$ cat config.mk
export PLATFORM = sky130hd
export DESIGN_NAME = sms23_5_inv_seq
export DESIGN_NICKNAME = d
export VERILOG_FILES = /design/src/rtl/sms23_pkg.sv /design/src/rtl/gf43_mul.sv /design/src/rtl/sms23_5_inv_seq.sv
export SDC_FILE = /design/constraint.sdc
export NUM_CORES = 1
export LEC_CHECK = 0
export CAP_MARGIN = 20
export CORE_UTILIZATION = 49
export DETAILED_ROUTE_END_ITERATION = 16
export MAX_ROUTING_LAYER = met4
export PLACE_DENSITY = 0.69
export RECOVER_POWER = 25
export SYNTH_ARGS = -nofsm -noshare
export SYNTH_HDL_FRONTEND = slang
export SYNTH_SLANG_ARGS = --single-unit
$ cat constraint.sdc
create_clock -name clk -period 2.9 [get_ports clk]
set_input_delay 0.29 -clock clk [delete_from_list [all_inputs] [get_ports clk]]
set_output_delay 0.29 -clock clk [all_outputs]
set_load 0.05 [all_outputs]
$ cat src/rtl/sms23_pkg.sv
// sms23_pkg: shared types and helpers for the SMS23 inverse S-box.
//   gf64_t  : 6-bit tower element, bit pairs [1:0],[3:2],[5:4] = c0,c1,c2
//   gf4_t   : 2-bit GF(4) element in normal basis {w, w^2}
//   state_e : sequencer states
//   gf4_mul / gf4_sq / gf4_mulw : GF(4) primitives
//   l2_inv / l1_inv             : input and output linear layers
package sms23_pkg;

    typedef logic [5:0] gf64_t;
    typedef logic [1:0] gf4_t;

    typedef enum logic [2:0] {
        S_IDLE,
        S_MUL1,
        S_MUL2,
        S_MUL3,
        S_DONE
    } state_e;

    // Normal-basis product: w*w = w^2, w^2*w^2 = w, w*w^2 = 1 = w + w^2.
    function automatic gf4_t gf4_mul(input gf4_t a, input gf4_t b);
        logic t;
        t = (a[0] & b[1]) ^ (a[1] & b[0]);
        return {(a[0] & b[0]) ^ t, (a[1] & b[1]) ^ t};
    endfunction

    function automatic gf4_t gf4_sq(input gf4_t a);
        return {a[0], a[1]};
    endfunction

    // Multiply by the extension constant w (reduction x^3 = w).
    function automatic gf4_t gf4_mulw(input gf4_t a);
        return {a[0] ^ a[1], a[1]};
    endfunction

    function automatic gf64_t l2_inv(input gf64_t b);
        gf64_t t;
        t[0] = b[0] ^ b[1] ^ b[2] ^ b[3];
        t[1] = b[0] ^ b[1] ^ b[2] ^ b[3] ^ b[4] ^ b[5];
        t[2] = b[0] ^ b[1] ^ b[2] ^ b[4];
        t[3] = b[0] ^ b[2] ^ b[3] ^ b[4] ^ b[5];
        t[4] = b[0] ^ b[4] ^ b[5];
        t[5] = b[0] ^ b[1] ^ b[4];
        return t;
    endfunction

    function automatic gf64_t l1_inv(input gf64_t p);
        gf64_t y;
        y[0] = p[0] ^ p[1] ^ p[2] ^ p[3] ^ p[5];
        y[1] = p[0] ^ p[2] ^ p[3] ^ p[4] ^ p[5];
        y[2] = p[1] ^ p[4] ^ p[5];
        y[3] = p[0] ^ p[2] ^ p[4];
        y[4] = p[0] ^ p[1] ^ p[4] ^ p[5];
        y[5] = p[1] ^ p[2] ^ p[3] ^ p[4];
        return y;
    endfunction

endpackage

$ cat src/rtl/gf43_mul.sv
// gf43_mul: combinational GF((2^2)^3) multiplier, polynomial basis over
// GF(4) modulo x^3 + w (irreducible: no GF(4) element cubes to w).
//   a_i, b_i : operands
//   c_o      : product
module gf43_mul
    import sms23_pkg::*;
(
    input  gf64_t a_i,
    input  gf64_t b_i,
    output gf64_t c_o
);

    gf4_t a0, a1, a2, b0, b1, b2;
    gf4_t d0, d1, d2, d3, d4;

    assign {a2, a1, a0} = a_i;
    assign {b2, b1, b0} = b_i;

    // Schoolbook partial products, degree 0..4.
    assign d0 = gf4_mul(a0, b0);
    assign d1 = gf4_mul(a0, b1) ^ gf4_mul(a1, b0);
    assign d2 = gf4_mul(a0, b2) ^ gf4_mul(a1, b1) ^ gf4_mul(a2, b0);
    assign d3 = gf4_mul(a1, b2) ^ gf4_mul(a2, b1);
    assign d4 = gf4_mul(a2, b2);

    // x^3 = w, x^4 = w*x: fold the high terms back down.
    assign c_o = {d2, d1 ^ gf4_mulw(d4), d0 ^ gf4_mulw(d3)};

endmodule

$ cat src/rtl/sms23_5_inv_seq.sv
// sms23_5_inv_seq: iterative inverse S-box, y -> L1^-1((L2^-1(y))^5).
// One shared tower multiplier: p^2, p^4, then p^4 * p.
//   clk, rst_n           : clock, synchronous active-low reset
//   in_valid/in_ready    : input handshake, in_data = S-box output y
//   out_valid/out_ready  : output handshake, out_data registered
//   busy                 : high while multiplying (MUL1..MUL3)
module sms23_5_inv_seq
    import sms23_pkg::*;
(
    input  logic       clk,
    input  logic       rst_n,
    input  logic       in_valid,
    output logic       in_ready,
    input  logic [5:0] in_data,
    output logic       out_valid,
    input  logic       out_ready,
    output logic [5:0] out_data,
    output logic       busy
);

    state_e state_q;
    gf64_t  base_q;
    gf64_t  acc_q;
    gf64_t  out_data_q;
    logic   out_valid_q;
    gf64_t  mul_b;
    gf64_t  acc_d;

    // Squaring steps use acc*acc; the final step folds in the original p.
    assign mul_b = (state_q == S_MUL3) ? base_q : acc_q;

    gf43_mul u_mul (
        .a_i (acc_q),
        .b_i (mul_b),
        .c_o (acc_d)
    );

    assign in_ready  = rst_n && ((state_q == S_IDLE) ||
                                 ((state_q == S_DONE) && out_ready));
    assign busy      = rst_n && ((state_q == S_MUL1) || (state_q == S_MUL2) ||
                                 (state_q == S_MUL3));
    assign out_valid = out_valid_q;
    assign out_data  = out_data_q;

    always_ff @(posedge clk) begin
        if (!rst_n) begin
            state_q     <= S_IDLE;
            out_valid_q <= 1'b0;
            out_data_q  <= '0;
            base_q      <= '0;
            acc_q       <= '0;
        end else begin
            case (state_q)
                S_IDLE: begin
                    if (in_valid) begin
                        base_q  <= l2_inv(in_data);
                        acc_q   <= l2_inv(in_data);
                        state_q <= S_MUL1;
                    end
                end
                S_MUL1: begin
                    acc_q   <= acc_d;
                    state_q <= S_MUL2;
                end
                S_MUL2: begin
                    acc_q   <= acc_d;
                    state_q <= S_MUL3;
                end
                S_MUL3: begin
                    out_data_q  <= l1_inv(acc_d);
                    out_valid_q <= 1'b1;
                    state_q     <= S_DONE;
                end
                S_DONE: begin
                    // Result held until taken; a waiting operand is loaded
                    // in the same cycle so the pipeline turns in 4 cycles.
                    if (out_ready) begin
                        out_valid_q <= 1'b0;
                        if (in_valid) begin
                            base_q  <= l2_inv(in_data);
                            acc_q   <= l2_inv(in_data);
                            state_q <= S_MUL1;
                        end else begin
                            state_q <= S_IDLE;
                        end
                    end
                end
                default: state_q <= S_IDLE;
            endcase
        end
    end

endmodule
==> impl.org <==
** Synthesis
- Counting flops and latches in the post-synthesis netlist gives 22.
- In this run, synthesis inferred 0 flip-flops with an integrated enable.
- Summing the sequential cell areas from Yosys gives 20.4% of the chip area.
- A synthesized cell averages 7.61 um^2.
- The number of nets in the synthesized netlist is 293.
- For this run, asynchronously set or reset flops after synthesis account for 0%.
- Dominant synthesized flop cell :: sky130_fd_sc_hd__dfxtp_1
- Counting every instance in the synthesized netlist gives 283.
- The cell area that synthesis handed to floorplanning was 2150 um^2.
- Yosys printed 0 warnings.
- Distinct cell type count after synthesis :: 54

** Global route
- All-Layer GR Usage :: 26.8%
- Residual overflow from global routing :: 0
- Largest net degree at the start of global routing :: 20
- The first global-routing pass estimated 8.92 mm of wire.
- The number of antenna violations at the first check in global routing came to 0.
- The number of global-route vias before repair was 1769.

** Final layout
- The number of antenna diodes in the final layout is 0.
- Layout cell share with drive strength beyond 1 :: 13.0%
- Once layout is done, the placed cells without fillers occupy 2510 um^2.
- At the end of the flow, the number of nets in the layout was 312.
- Relative to the synthesized area, the layout overhead comes to 16.4%.

** Routing
- Average vias per placed instance :: 5.94
- Initial drt markers :: 370
- DRC Markers :: 0
- The final layout contains routed wiring with a total length of 5.66 mm.
- Average wire per standard cell :: 16.1 um
- Pre-antenna DRT Iters :: 5
- Total number of vias :: 2084
- The count of nets left with antenna violations once routing finished came out at 0.

** Floorplanning
- For this configuration, the core starts out at a cell density of 52.4%.
- The floorplan has 23 rows.
- Floorplan die height :: 68.3 um
- Standard cell core area :: 4120 um^2
- For this design the top-level I/O count stands at 19.
- Overall die width :: 68.3 um
- Total die area :: 4670 um^2

** Critical path
- Signal arrival time at the worst endpoint :: 2.91 ns
- Data on the critical path is required at its endpoint by 3.11 ns.
- Cell count of the worst reg-to-reg path :: 9
- Critical setup path kind :: flop to flop
- CP max FO :: 13
- The worst setup path is launched from a flop.
- STA classifies the critical path endpoint as a flop.
- RR Startpoint :: acc_q[2]
- R2R Path End :: out_data[0]
- For flop-to-flop paths, the worst setup slack is 0.20 ns.

** Power and ir drop
- The worst-case IR drop observed on VDD is 417 uV.
- Power density over the cells :: 890 nW/um^2
- Static leakage power :: 0.939 nW

** Hold path
- The worst hold path passes through 2 cells.
- The startpoint identified for the worst hold timing path is out_data[4].
- Min-delay worst type :: flop to flop
- Hold path endpoint :: out_data[4]

** Clock tree
- Clock tree synthesis found a total of 22 sinks.
- After clock tree synthesis, the setup repair step added 0 buffers.
- Clk buf depth :: 2
- The number of clock buffers added by TritonCTS is 3.
- TritonCTS clock tree :: built
- Clock-pin slew was measured on the worst setup and hold paths at 0.09 ns.
- After clock tree synthesis, the flow added hold-fix buffers numbering 0.
- Clock Tree Root :: sky130_fd_sc_hd__clkbuf_8
- Number of H-tree levels :: 1
- For the worst-skew pair, the clock arrives at the later sink with an insertion delay of 0.27 ns.

** Timing
- Normalized max-slew margin :: 39.5%
- The final count of pins violating max slew was 0.
- Across the routed clock network, the largest skew measured is 0.0119 ns.
- Count of endpoints failing hold in the final timing report :: 0
- For the pin with the worst max-slew slack, the measured transition is 0.908 ns.
- In the final timing run, aggregate negative setup slack is 0 ns.
- Minimum clock period after layout :: 2.70 ns
- Highest Clock Rate :: 371 MHz
- Final setup fails :: 0
- Unrepaired setup endpoints after global routing :: no
- Final clock period utilization by the worst path :: 93.0%

** Placed design
- Port buffering added 18 buffers.
- Gpl congestion :: 0.996
- After legalization and detailed placement, the total HPWL measured 4.22 mm.
- Once placement finished, the instance area stood at 2430 um^2.

** Job
- Number of maximum-capacitance violations :: 0

** Run status
- The run finished with clean final reports.
-- worst max-delay path by stage --
stage	from	to	slack, ns	cells past startpoint
2_1_floorplan	state_q[2]	out_data[5]	0.51	9
3_3_place_gp	state_q[2]	out_data[1]	0.25	10
5_1_grt	state_q[2]	out_data[5]	0.02	10
6_report	acc_q[2]	out_data[0]	0.20	9
4_1_cts	state_q[2]	out_data[1]	0.20	10
3_5_place_dp	state_q[2]	out_data[1]	0.23	10
-- area by class of cell --
class	count	area, um^2
clock buffer	3	41.3
clock inverter	1	30.0
fill	359	1610
inverter	11	41.3
multi-input combinational	226	1570
sequential	22	440
tap	50	62.6
timing repair buffer	38	327
-- where the power goes --
group / switching [mW] / total, mW / leakage [nW] / internal [mW]
Sequential: 0.0884 / 0.434 / 0.180 / 0.346
Clock: 0.108 / 0.292 / 0.0357 / 0.184
Combinational: 0.791 / 1.51 / 0.723 / 0.716
-- flip-flops by register name, summed over array words and instances, names as in the netlist --
name / count
acc_q: 6
base_q: 6
out_data: 6
state_q: 3
out_valid: 1
-- cells in the mapped netlist, types with 2 or more instances --
| cell type | count | share of area [%] |
|---|---|---|
| sky130_fd_sc_hd__xor2_2 | 2 | 1.5 |
| sky130_fd_sc_hd__a211oi_1 | 7 | 2.4 |
| sky130_fd_sc_hd__buf_2 | 6 | 1.4 |
| sky130_fd_sc_hd__clkbuf_1 | 12 | 2.1 |
| sky130_fd_sc_hd__mux2i_1 | 8 | 3.7 |
| sky130_fd_sc_hd__nand2b_1 | 9 | 2.6 |
| sky130_fd_sc_hd__dfxtp_1 | 22 | 20 |
| sky130_fd_sc_hd__xor2_1 | 13 | 5.3 |
| sky130_fd_sc_hd__inv_1 | 10 | 1.7 |
| sky130_fd_sc_hd__xnor2_1 | 24 | 9.8 |
| sky130_fd_sc_hd__a31oi_1 | 2 | 0.58 |
| sky130_fd_sc_hd__o22ai_1 | 3 | 0.87 |
| sky130_fd_sc_hd__o21ai_0 | 19 | 4.4 |
| sky130_fd_sc_hd__a32oi_1 | 2 | 0.81 |
| sky130_fd_sc_hd__a22oi_1 | 3 | 1.0 |
| sky130_fd_sc_hd__nand2_1 | 19 | 3.3 |
| sky130_fd_sc_hd__nor3_1 | 9 | 2.1 |
| sky130_fd_sc_hd__and3_1 | 3 | 0.87 |
| sky130_fd_sc_hd__o211ai_1 | 2 | 0.70 |
| sky130_fd_sc_hd__nand3_1 | 7 | 1.6 |
| sky130_fd_sc_hd__buf_4 | 4 | 1.4 |
| sky130_fd_sc_hd__xnor2_2 | 2 | 1.5 |
| sky130_fd_sc_hd__xnor3_1 | 3 | 3.1 |
| sky130_fd_sc_hd__o31ai_1 | 2 | 0.70 |
| sky130_fd_sc_hd__nand4_1 | 4 | 1.2 |
| sky130_fd_sc_hd__nor2b_1 | 8 | 2.3 |
| sky130_fd_sc_hd__a21oi_1 | 26 | 6.0 |
| sky130_fd_sc_hd__nor2_1 | 26 | 4.5 |
-- cell families (layout without fill, tap and decap cells) --
group	count (synthesis)	count (layout)	share of synthesized area (%)
xor+xnor	44	44	21.2
mux	10	10	4.94
simple gates	92	92	21.8
compound gates	80	80	24.0
buf+inv	35	53	7.55
flops	22	22	20.4
-- through the flow --
stage          utilization, %  instances  power [mW]  worst slack (ns)  hold WS [ns]
5_1_grt                  61.0        351        2.38            0.0244         0.482
4_1_cts                  60.7        351        2.20             0.197         0.462
3_3_place_gp             59.0        347        1.90             0.249         0.443
2_1_floorplan               -        283        1.60             0.507         0.428
6_report                 61.0        351        2.23             0.204         0.458
3_5_place_dp             59.0        347        1.90             0.232         0.450
-- layer usage --
layer | vias up | wire (um) | global-route usage (%)
li1 | 1022 | - | -
met1 | 952 | 2660 | 36.6
met2 | 98 | 2530 | 41.1
met3 | 12 | 371 | 3.33
met4 | 0 | 89 | 7.81
met5 | - | 0 | -
-- cells in the final DEF (no fill, tap or decap), drive strengths merged, types with 2 or more instances in the layout --
cell type,n
and3,3
nor2,26
nor2b,8
o22ai,3
xnor3,3
xnor2,26
nand2,19
a211oi,8
clkbuf,4
a21oi,27
o211ai,3
nand4,4
dfxtp,22
nand2b,9
a21o,2
nand3b,2
and4bb,2
o21ai,19
o31ai,2
clkdlybuf4s50,17
inv,10
nor3,9
a32oi,2
buf,19
mux2,2
a31oi,2
nand3,7
a22oi,4
xor2,15
mux2i,8
-- timing repair --
| action | CTS | global route |
|---|---|---|
| setup endpoints to repair | 0 | 1 |
| resized for setup | 0 | 2 |
| endpoints found under the hold margin | 0 | 0 |
-- worst max-delay path, stage by stage, from the launching register on --
cell and delay (ns):
sky130_fd_sc_hd__dfxtp_1 0.66, sky130_fd_sc_hd__buf_4 0.24, sky130_fd_sc_hd__a21oi_1 0.06, sky130_fd_sc_hd__o21ai_0 0.24
sky130_fd_sc_hd__o211ai_1 0.14, sky130_fd_sc_hd__xnor2_1 0.35, sky130_fd_sc_hd__xnor2_1 0.21, sky130_fd_sc_hd__xnor3_1 0.45
sky130_fd_sc_hd__xor2_1 0.15, sky130_fd_sc_hd__a21oi_1 0.13
Note: power is estimated with default switching activity, not from simulation.
